<file path="src/rtl/if_fetch_ctrl.sv">
// Instruction-fetch sequencer: owns the PC, runs the instruction-memory read handshake and feeds IF/ID.
// Optional fetch address-error detection is enabled by defining IF_ADDR_ERR_EN.
module if_fetch_ctrl #(
  parameter logic [31:0] RESET_VECTOR = 32'hBFC0_0000
) (
  input  logic        clock,
  input  logic        reset,
  input  logic        ID_Stall,
  input  logic        ID_PCSrc,
  input  logic [31:0] ID_TargetPC,
  input  logic        ID_IsBranch,
  input  logic        ID_CancelBDS,
  input  logic        Exc_Redirect,
  input  logic [31:0] Exc_Vector,
  input  logic        InstMem_Ready,
  input  logic [31:0] InstMem_Data,
  output logic        InstMem_Read,
  output logic [29:0] InstMem_Address,
  output logic [31:0] IF_Instruction,
  output logic [31:0] IF_PC,
  output logic [31:0] IF_PCAdd4,
  output logic        IF_IsBDS,
  output logic        IF_Stall,
  output logic        IF_Flush,
  output logic        IF_EXC_AdIF,
  output logic [1:0]  dbg_state
);

  // Memory handshake: InstMem_Read high means a read is outstanding at InstMem_Address;
  // the read completes in the cycle InstMem_Ready is sampled high (same cycle is legal).
  typedef enum logic [1:0] {
    FETCH   = 2'd0,
    HOLD    = 2'd1,
    DISCARD = 2'd2
  } state_t;

  state_t      state, state_n;
  logic [31:0] pc, pc_n;
  logic [31:0] hold_instr;
  logic        hold_load;
  logic        mis;
  logic        valid;
  logic        consume;
  logic        pending;

`ifdef IF_ADDR_ERR_EN
  // A misaligned PC never issues a read; the slot carries the address error instead.
  assign mis = ~reset & (state == FETCH) & (pc[1:0] != 2'b00);
`else
  assign mis = 1'b0;
`endif

  assign valid   = ~reset & (((state == FETCH) & (InstMem_Ready | mis)) | (state == HOLD));
  assign consume = valid & ~ID_Stall;
  // A read is still in flight after this edge unless Ready completes it now.
  assign pending = ((state == FETCH) & ~mis & ~InstMem_Ready) |
                   ((state == DISCARD) & ~InstMem_Ready);

  always_comb begin
    state_n   = state;
    pc_n      = pc;
    hold_load = 1'b0;
    if (Exc_Redirect) begin
      pc_n    = Exc_Vector;
      state_n = pending ? DISCARD : FETCH;
    end else if (consume) begin
      state_n = FETCH;
      if (ID_PCSrc)
        pc_n = ID_TargetPC;
      else if (!mis)
        pc_n = pc + 32'd4;
    end else if ((state == FETCH) && InstMem_Ready && !mis) begin
      state_n   = HOLD;
      hold_load = 1'b1;
    end else if ((state == DISCARD) && InstMem_Ready) begin
      state_n = FETCH;
    end
  end

  always_ff @(posedge clock) begin
    if (reset) begin
      state      <= FETCH;
      pc         <= RESET_VECTOR;
      hold_instr <= '0;
    end else begin
      state <= state_n;
      pc    <= pc_n;
      if (hold_load)
        hold_instr <= InstMem_Data;
    end
  end

  assign IF_PC           = reset ? RESET_VECTOR : pc;
  assign IF_PCAdd4       = IF_PC + 32'd4;
  assign InstMem_Address = IF_PC[31:2];
  assign InstMem_Read    = ~reset & (((state == FETCH) & ~mis) | (state == DISCARD));
  assign IF_Instruction  = (reset | mis) ? 32'd0 :
                           ((state == HOLD) ? hold_instr : InstMem_Data);
  assign IF_Stall        = ~valid;
  assign IF_Flush        = ~reset & (Exc_Redirect | ID_CancelBDS);
  assign IF_IsBDS        = ID_IsBranch;
  assign IF_EXC_AdIF     = mis;
  assign dbg_state       = state;

endmodule

</file>
<file path="config.mk">
export PLATFORM = sky130hd
export DESIGN_NAME = if_fetch_ctrl
export DESIGN_NICKNAME = d
export VERILOG_FILES = /design/src/rtl/if_fetch_ctrl.sv
export SDC_FILE = /design/constraint.sdc
export NUM_CORES = 1
export LEC_CHECK = 0
export ABC_AREA = 0
export CORE_ASPECT_RATIO = 0.6
export CORE_MARGIN = 2
export CORE_UTILIZATION = 42
export DETAILED_ROUTE_END_ITERATION = 8
export PLACE_DENSITY = 0.9
export SLEW_MARGIN = 20
export SYNTH_ARGS = -nofsm -noshare
export SYNTH_HDL_FRONTEND = slang
export SYNTH_SLANG_ARGS = --single-unit
</file>
<file path="constraint.sdc">
create_clock -name clock -period 2.7 [get_ports clock]
set_clock_uncertainty 0.2 [all_clocks]
set_input_delay 0.405 -clock clock [delete_from_list [all_inputs] [get_ports clock]]
set_output_delay 0.405 -clock clock [all_outputs]
set_load 0.01 [all_outputs]
</file>
==> results of run 1 <==
==> layer usage <==
metal	vias up	share of wire, %
li1	3065	-
met1	3027	43
met2	346	44
met3	37	11
met4	0	1.6
met5	-	0
==> flip-flops by register name, indices dropped and copies added (netlist names) <==
signal	flops
dbg_state	2
hold_instr	32
pc	32
==> through the flow <==
stage                     hold WS, ns  util [%]  instances  setup WS (ns)  area [um^2]
after floorplan                0.2366         -        740        0.03161         5031
after global placement         0.2415     68.68       1139        -0.1625         7889
after detailed placement       0.2472     68.68       1139        -0.2907         7889
after CTS                      0.2016     72.33       1159       -0.02820         8308
after global routing           0.2213     72.64       1163        -0.1925         8343
final                          0.2238     72.64       1163        -0.1183         8343
==> area by class of cell <==
class	instances	area, um^2	share of cell area, %
clock buffers	9	225.2	2.699
flip-flops and latches	66	1341	16.08
well taps	160	200.2	2.400
multi-input cells	564	3247	38.92
inverters	14	52.55	0.6299
clock inverters	6	115.1	1.380
repair buffers	344	3162	37.90
==> how the worst max path moves through the flow <==
stage	slack, ns	to	cells past startpoint	startpoint
finish	-0.12	IF_PCAdd4[31]	9	pc[14]
global route	-0.19	IF_PCAdd4[31]	9	pc[13]
CTS	-0.03	IF_PCAdd4[31]	9	pc[16]
detailed placement	-0.29	IF_PCAdd4[26]	10	reset
global placement	-0.16	IF_PCAdd4[24]	10	reset
floorplan	0.03	IF_PCAdd4[24]	9	reset
==> cell usage in the layout (no fill, tap or decap), types with 12 or more instances in the layout <==
cell,Yosys,layout
sky130_fd_sc_hd__nand2_1,172,172
sky130_fd_sc_hd__dfxtp_1,66,50
sky130_fd_sc_hd__o21ai_0,22,22
sky130_fd_sc_hd__a21oi_1,86,86
sky130_fd_sc_hd__nand3_1,29,28
sky130_fd_sc_hd__xnor2_1,13,13
sky130_fd_sc_hd__nor2b_1,17,16
sky130_fd_sc_hd__buf_4,35,103
sky130_fd_sc_hd__dfxtp_2,0,16
sky130_fd_sc_hd__nand4_1,12,12
sky130_fd_sc_hd__clkdlybuf4s50_1,0,208
sky130_fd_sc_hd__nor2_1,48,45
==> power groups by stage <==
stage,clock [uW],combinational [uW],sequential [uW]
after CTS,1360,952,1080
after global routing,1410,1030,1100
after floorplan,0,437,1090
after detailed placement,0,952,1100
final,1350,961,1090
after global placement,0,935,1100
==> cell families after synthesis <==
logic type / count (synthesis)
AOI/OAI and AO/OA: 181
xor gates and xnor gates: 24
adders and majority gates: 2
buffers and inverters: 110
DFF: 66
muxes: 8
other: 1
and+or+nand+nor: 348
==> repair_timing <==
item,in CTS,in global routing
hold endpoints to repair,0,0
pin swaps,5,10
setup endpoints to repair,26,21
resized for setup,70,40
setup buffers,5,4
==> worst min-delay path, delay by kind of cell <==
family          cells  cell delay (ns)
buf+inv             2             0.27
compound gates      1             0.03
==> results_tabular.tex, run 1 <==
\begin{tabular}{lr}
\hline
Metric & Value \\
\hline
\multicolumn{2}{l}{\textbf{Power and ir drop}} \\
Total Power Consumption & 3399 uW \\
Internal portion of total power & 2441 uW \\
Portion of total power attributed to the clock network & 39.7\% \\
Part of the total power dissipated in combinational logic & 28.3\% \\
Sw power & 957.6 uW \\
Power per Cell Area & 407.4 nW/um\^{}2 \\
Sequential Power Share & 32.0\% \\
Static leakage & 0.003319 uW \\
Sw Share & 28.17\% \\
Peak supply drop & 0.2800 mV \\
\multicolumn{2}{l}{\textbf{CTS}} \\
Post-CTS Hold Buffers & 0 \\
Number of buffers inserted during clock tree synthesis & 9 \\
TritonCTS Sinks & 66 \\
TritonCTS clock tree & built \\
H-tree depth & 3 \\
CTS clk-pin slew, worst paths & 0.06 ns \\
CTS Root Buffer Type & sky130\_fd\_sc\_hd\_\_clkbuf\_16 \\
Clock latency on the worst-skew pair & 0.32 ns \\
Clock Tree Buf Depth & 2 \\
\multicolumn{2}{l}{\textbf{Drt}} \\
Number of search-and-repair iterations in the first detailed-routing pass & 5 \\
Final wirelength & 20.52 mm \\
Detailed-route via count & 6475 \\
Post-route DRC & 0 \\
DR iter-0 viols & 512 \\
Via density per instance & 5.567 \\
DR WL/cell & 17.64 um \\
Routed Antenna Nets & 0 \\
\multicolumn{2}{l}{\textbf{Outcome}} \\
Violations in the final reports & negative setup slack \\
Status & complete, but fails checks \\
\multicolumn{2}{l}{\textbf{Global routing}} \\
Total track usage & 30.20\% \\
Global-route wire length before repair & 31.15 mm \\
Antenna violations before repair & 1 \\
Met2 global-route usage & 49.12\% \\
Leftover overflow at the end of global routing & 0 \\
Global-route met3 utilization & 10.67\% \\
GR Util met1 & 38.97\% \\
Via count of the first global-routing pass & 6018 \\
Pin count of the biggest net entering global routing & 39 \\
Layer with the highest usage after global routing & met2 \\
\multicolumn{2}{l}{\textbf{Final layout}} \\
Final antenna diode count & 0 \\
Layout filler cell count & 919 \\
Nets & 1105 \\
Share of post-route cells with drive strength above 1 & 20.44\% \\
Signed area change from the synthesized netlist to the final layout & 65.91\% \\
\multicolumn{2}{l}{\textbf{STA}} \\
Clock period minus final worst setup slack & 2.818 ns \\
Highest clock rate & 0.3548 GHz \\
Headroom to the max-slew limit & 46.32\% \\
Transition time at the pin with the least slew margin & 0.8036 ns \\
Number of max-slew violations in the final report & 0 \\
Share of the clock period used by the worst path & 104.4\% \\
Final Worst Setup Slack & -0.1183 ns \\
Setup violations, final & 4 \\
Unrepaired setup endpoints after global routing & true \\
Number of hold violations in the final report & 0 \\
Sum of negative setup slack & -0.2316 ns \\
\multicolumn{2}{l}{\textbf{Synthesis}} \\
Synthesis warning total & 0 \\
Dominant cell by count in the synthesized netlist & sky130\_fd\_sc\_hd\_\_nand2\_1 \\
Largest family of logic cells by synthesized area & simple AND/OR/NAND/NOR gates \\
Mux contribution to synthesized area & 1.592\% \\
Syn\_area\_per\_cell & 6.795 um\^{}2 \\
Number of enable-type register cells in the synthesized netlist & 0 \\
Synthesized-area fraction occupied by xor and xnor cells & 4.180\% \\
Number of flip-flops and latches in the synthesized netlist & 66 \\
Adder-cell share of the synthesized area & 0.4976\% \\
Largest area contributor in the netlist & sky130\_fd\_sc\_hd\_\_dfxtp\_1 \\
Top cell types by occurrence after synthesis & sky130\_fd\_sc\_hd\_\_nand2\_1, sky130\_fd\_sc\_hd\_\_a21oi\_1, sky130\_fd\_sc\_hd\_\_dfxtp\_1 \\
Main flop type after synthesis & sky130\_fd\_sc\_hd\_\_dfxtp\_1 \\
Post-synthesis compound-gate area fraction & 22.44\% \\
Number of nets produced by synthesis & 846 \\
Fraction of synthesis flops using an asynchronous set or reset pin & 0\% \\
Register area share after synthesis & 26.28\% \\
Simple-gate share of the synthesized area & 33.69\% \\
Main area contributors after synthesis & sky130\_fd\_sc\_hd\_\_dfxtp\_1, sky130\_fd\_sc\_hd\_\_nand2\_1, sky130\_fd\_sc\_hd\_\_a21oi\_1, sky130\_fd\_sc\_hd\_\_buf\_4, sky130\_fd\_sc\_hd\_\_nor2\_1 \\
Cells after synthesis & 740 \\
Area of the mapped netlist & 5029 um\^{}2 \\
Synth top area share & 26.28\% \\
Count of cell types in the netlist & 62 \\
\multicolumn{2}{l}{\textbf{Critical path}} \\
Arrival time of data at the critical path endpoint & 2.21 ns \\
Worst R2R Setup Slack & 0.21 ns \\
FF-to-FF End & pc[27] \\
Count of buffering cells on the critical path with inverters included & 4 \\
Crit path required time & 2.10 ns \\
Type of destination of the critical path & primary output \\
Cells traversed along the worst timing path & and4\_4 > nand3\_4 > nor4\_4 > buf\_6 > buf\_6 > buf\_6 > a211oi\_2 > a31oi\_1 > buf\_2 \\
Cell with the largest stage delay on the worst path & sky130\_fd\_sc\_hd\_\_nor4\_4 \\
Cell family contributing the most delay on the critical path & simple AND/OR/NAND/NOR gates \\
Worst R2R Start & pc[8] \\
WS Path Type & reg2out \\
Depth of the most critical reg-to-reg path & 7 \\
CP peak stage delay & 0.42 ns \\
Sort of element at the start of the critical path & flip-flop \\
Maximum fanout encountered on the critical timing path & 5 \\
Cell mode on critical path & sky130\_fd\_sc\_hd\_\_buf\_6 \\
\multicolumn{2}{l}{\textbf{Die}} \\
Initial Utilization & 43.78\% \\
Die X-Extent & 145.3 um \\
Total Die Area & 12890 um\^{}2 \\
Num ports & 237 \\
Vertical die dimension & 88.76 um \\
Core Region & 11490 um\^{}2 \\
Row cnt & 30 \\
\multicolumn{2}{l}{\textbf{Worst hold path}} \\
Hold Path End & pc[14] \\
Path category of the worst min-delay check & in2reg \\
Origin of the worst min-delay path & reset \\
Depth of the worst hold-timing path & 3 \\
\multicolumn{2}{l}{\textbf{Run}} \\
Max\_cap viols & 0 \\
\multicolumn{2}{l}{\textbf{Place}} \\
Gp weighted congestion & 0.9926 \\
Buffers added on ports & 233 \\
Post-detailed-placement half-perimeter wirelength & 15.58 mm \\
\hline
\end{tabular}
(Power assumes the default switching activity.)
==> run 2: changes to the inputs <==
--- a/config.mk
+++ b/config.mk
@@ -9,8 +9,9 @@
 export CORE_ASPECT_RATIO = 0.6
 export CORE_MARGIN = 2
 export CORE_UTILIZATION = 42
+export CTS_CLUSTER_SIZE = 14
 export DETAILED_ROUTE_END_ITERATION = 8
-export PLACE_DENSITY = 0.9
+export PLACE_DENSITY = 0.85
 export SLEW_MARGIN = 20
 export SYNTH_ARGS = -nofsm -noshare
 export SYNTH_HDL_FRONTEND = slang
==> run 2 against run 1 <==
The flow still finishes with violations (negative setup slack); utilization down 0.38 points; critical path depth did not move; worst setup slack gained 0.052 ns; clock power decreased by 6%.
==> results_tabular.tex, run 2 (synthesis gave the netlist of run 1 again) <==
\begin{tabular}{lr}
\hline
Metric & Value \\
\hline
\multicolumn{2}{l}{\textbf{Global routing}} \\
Total track usage & 29.56\% \\
Antenna violations before repair & 0 \\
Pin count of the biggest net entering global routing & 42 \\
Via count of the first global-routing pass & 6016 \\
Global-route wire length before repair & 30.50 mm \\
Leftover overflow at the end of global routing & 0 \\
\multicolumn{2}{l}{\textbf{Place}} \\
Post-detailed-placement half-perimeter wirelength & 15.07 mm \\
Number of instances in the placed design & 1140 \\
Gp weighted congestion & 1.002 \\
Worst slack at placement & -0.2637 ns \\
Buffers added on ports & 233 \\
\multicolumn{2}{l}{\textbf{Drt}} \\
DR WL/cell & 17.00 um \\
Detailed-route via count & 6437 \\
Routed Antenna Nets & 0 \\
Post-route DRC & 0 \\
Final wirelength & 19.75 mm \\
Number of search-and-repair iterations in the first detailed-routing pass & 5 \\
DR iter-0 viols & 509 \\
Via density per instance & 5.540 \\
\multicolumn{2}{l}{\textbf{STA}} \\
Number of hold violations in the final report & 0 \\
Number of max-slew violations in the final report & 0 \\
Share of the clock period used by the worst path & 102.5\% \\
Final Worst Setup Slack & -0.06628 ns \\
Highest clock rate & 0.3615 GHz \\
Smallest hold slack & 0.2549 ns \\
Clock period minus final worst setup slack & 2.766 ns \\
Unrepaired setup endpoints after global routing & true \\
Setup violations, final & 4 \\
\multicolumn{2}{l}{\textbf{Critical path}} \\
Crit path required time & 2.10 ns \\
Maximum fanout encountered on the critical timing path & 6 \\
Worst R2R Start & pc[10] \\
Sort of element at the start of the critical path & flip-flop \\
Type of destination of the critical path & primary output \\
Arrival time of data at the critical path endpoint & 2.16 ns \\
Cell with the largest stage delay on the worst path & sky130\_fd\_sc\_hd\_\_dfxtp\_2 \\
WS Path Type & reg2out \\
Worst setup path startpoint & pc[15] \\
Cells traversed along the worst timing path & and4\_4 > nand3\_4 > nor4\_4 > buf\_4 > buf\_12 > buf\_8 > a211oi\_1 > a31oi\_1 > buf\_2 \\
CP peak stage delay & 0.33 ns \\
\multicolumn{2}{l}{\textbf{CTS}} \\
H-tree depth & 3 \\
TritonCTS Sinks & 66 \\
Number of buffers inserted during clock tree synthesis & 9 \\
CTS clk-pin slew, worst paths & 0.06 ns \\
TritonCTS clock tree & built \\
CTS Root Buffer Type & sky130\_fd\_sc\_hd\_\_clkbuf\_16 \\
Clock latency on the worst-skew pair & 0.33 ns \\
Clock Tree Buf Depth & 2 \\
\multicolumn{2}{l}{\textbf{Power and ir drop}} \\
Internal portion of total power & 2351 uW \\
Sw Share & 29.00\% \\
Sw power & 960.2 uW \\
Total Power Consumption & 3311 uW \\
Part of the total power dissipated in combinational logic & 29.0\% \\
Power per Cell Area & 399.0 nW/um\^{}2 \\
Static leakage & 0.003264 uW \\
Portion of total power attributed to the clock network & 38.3\% \\
Sequential Power Share & 32.7\% \\
Peak supply drop & 0.3042 mV \\
\multicolumn{2}{l}{\textbf{Worst hold path}} \\
Origin of the worst min-delay path & hold\_instr[10] \\
Path category of the worst min-delay check & reg2reg \\
\multicolumn{2}{l}{\textbf{Outcome}} \\
Violations in the final reports & negative setup slack \\
Status & complete, but fails checks \\
\multicolumn{2}{l}{\textbf{Final layout}} \\
Layout filler cell count & 938 \\
Commonest non-fill, non-tap cells in the layout & sky130\_fd\_sc\_hd\_\_clkdlybuf4s50\_1, sky130\_fd\_sc\_hd\_\_nand2\_1, sky130\_fd\_sc\_hd\_\_buf\_4 \\
Most frequent standard cell in the layout excluding fill and tap cells & sky130\_fd\_sc\_hd\_\_clkdlybuf4s50\_1 \\
Signed area change from the synthesized netlist to the final layout & 65.04\% \\
Final Instance Count excl. Fillers & 1162 \\
Final antenna diode count & 0 \\
Post-layout util & 72.25\% \\
Nets & 1103 \\
Share of post-route cells with drive strength above 1 & 19.56\% \\
\multicolumn{2}{l}{\textbf{Die}} \\
Die X-Extent & 145.3 um \\
Vertical die dimension & 88.76 um \\
Num ports & 237 \\
Initial Utilization & 43.78\% \\
Row cnt & 30 \\
Total Die Area & 12890 um\^{}2 \\
Core Region & 11490 um\^{}2 \\
\multicolumn{2}{l}{\textbf{Run}} \\
Max\_cap viols & 0 \\
\hline
\end{tabular}
run 2: cell types whose count changed in the layout (fill, tap and decap cells not counted), moves of 2 or more:
cell	change
sky130_fd_sc_hd__buf_2	-2
sky130_fd_sc_hd__dlygate4sd2_1	+2
sky130_fd_sc_hd__dlymetal6s2s_1	-2
sky130_fd_sc_hd__dfxtp_2	-7
sky130_fd_sc_hd__clkdlybuf4s15_1	+2
sky130_fd_sc_hd__buf_6	-3
sky130_fd_sc_hd__dfxtp_1	+6
run 2: through the flow:
step           setup TNS (ns)  area [um^2]
2_1_floorplan               0         5031
3_3_place_gp           -1.351         7891
3_5_place_dp           -1.784         7891
4_1_cts               -0.1413         8279
5_1_grt               -0.5432         8299
6_report              -0.1623         8299
run 2: layout make-up:
cell class | instances | area [um^2] | area share (%)
multi-input cells | 564 | 3231 | 38.93
repair buffers | 342 | 3153 | 37.99
flip-flops and latches | 66 | 1336 | 16.10
clock buffers | 9 | 225.2 | 2.714
well taps | 160 | 200.2 | 2.412
clock inverters | 7 | 101.3 | 1.221
inverters | 14 | 52.55 | 0.6332
run 2: power groups by stage:
stage          Sequential (uW)  Clock (uW)  Combinational, uW
2_1_floorplan             1090           0                437
3_3_place_gp              1090           0                942
3_5_place_dp              1100           0                955
4_1_cts                   1080        1290                952
5_1_grt                   1090        1340               1030
6_report                  1080        1270                962
run 2: path summary, 6_finish.rpt:
kind / endpoint / slack (ns) / cells past startpoint
worst max-delay path: IF_PCAdd4[31] / -0.07 / 9
worst min-delay path: hold_instr[10] / 0.25 / 2
worst max register to register: pc[27] / 0.16 / 7
worst min register to register: hold_instr[10] / 0.25 / 2
run 2: repair_timing:
item / 4_1_cts / 5_1_grt
gates resized for setup: 62 / 33
hold buffers: 0 / 0
setup endpoints to repair: 24 / 20
buffers inserted: 3 / 3
pin swaps: 7 / 7
run 2: critical path: cells and delay by family (launching register included):
| kind | cells | cell delay (ns) |
|---|---|---|
| AO/OA/AOI/OAI | 2 | 0.29 |
| AND/OR/NAND/NOR | 3 | 0.66 |
| flip-flops | 1 | 0.33 |
| buffers and inverters | 4 | 0.55 |
run 2: routing by layer:
layer | routed length, um | GRT usage [%]
met4 | 323 | 7.308
met2 | 8803 | 47.65
met1 | 8611 | 38.85
met5 | 0 | 0
met3 | 2011 | 9.639
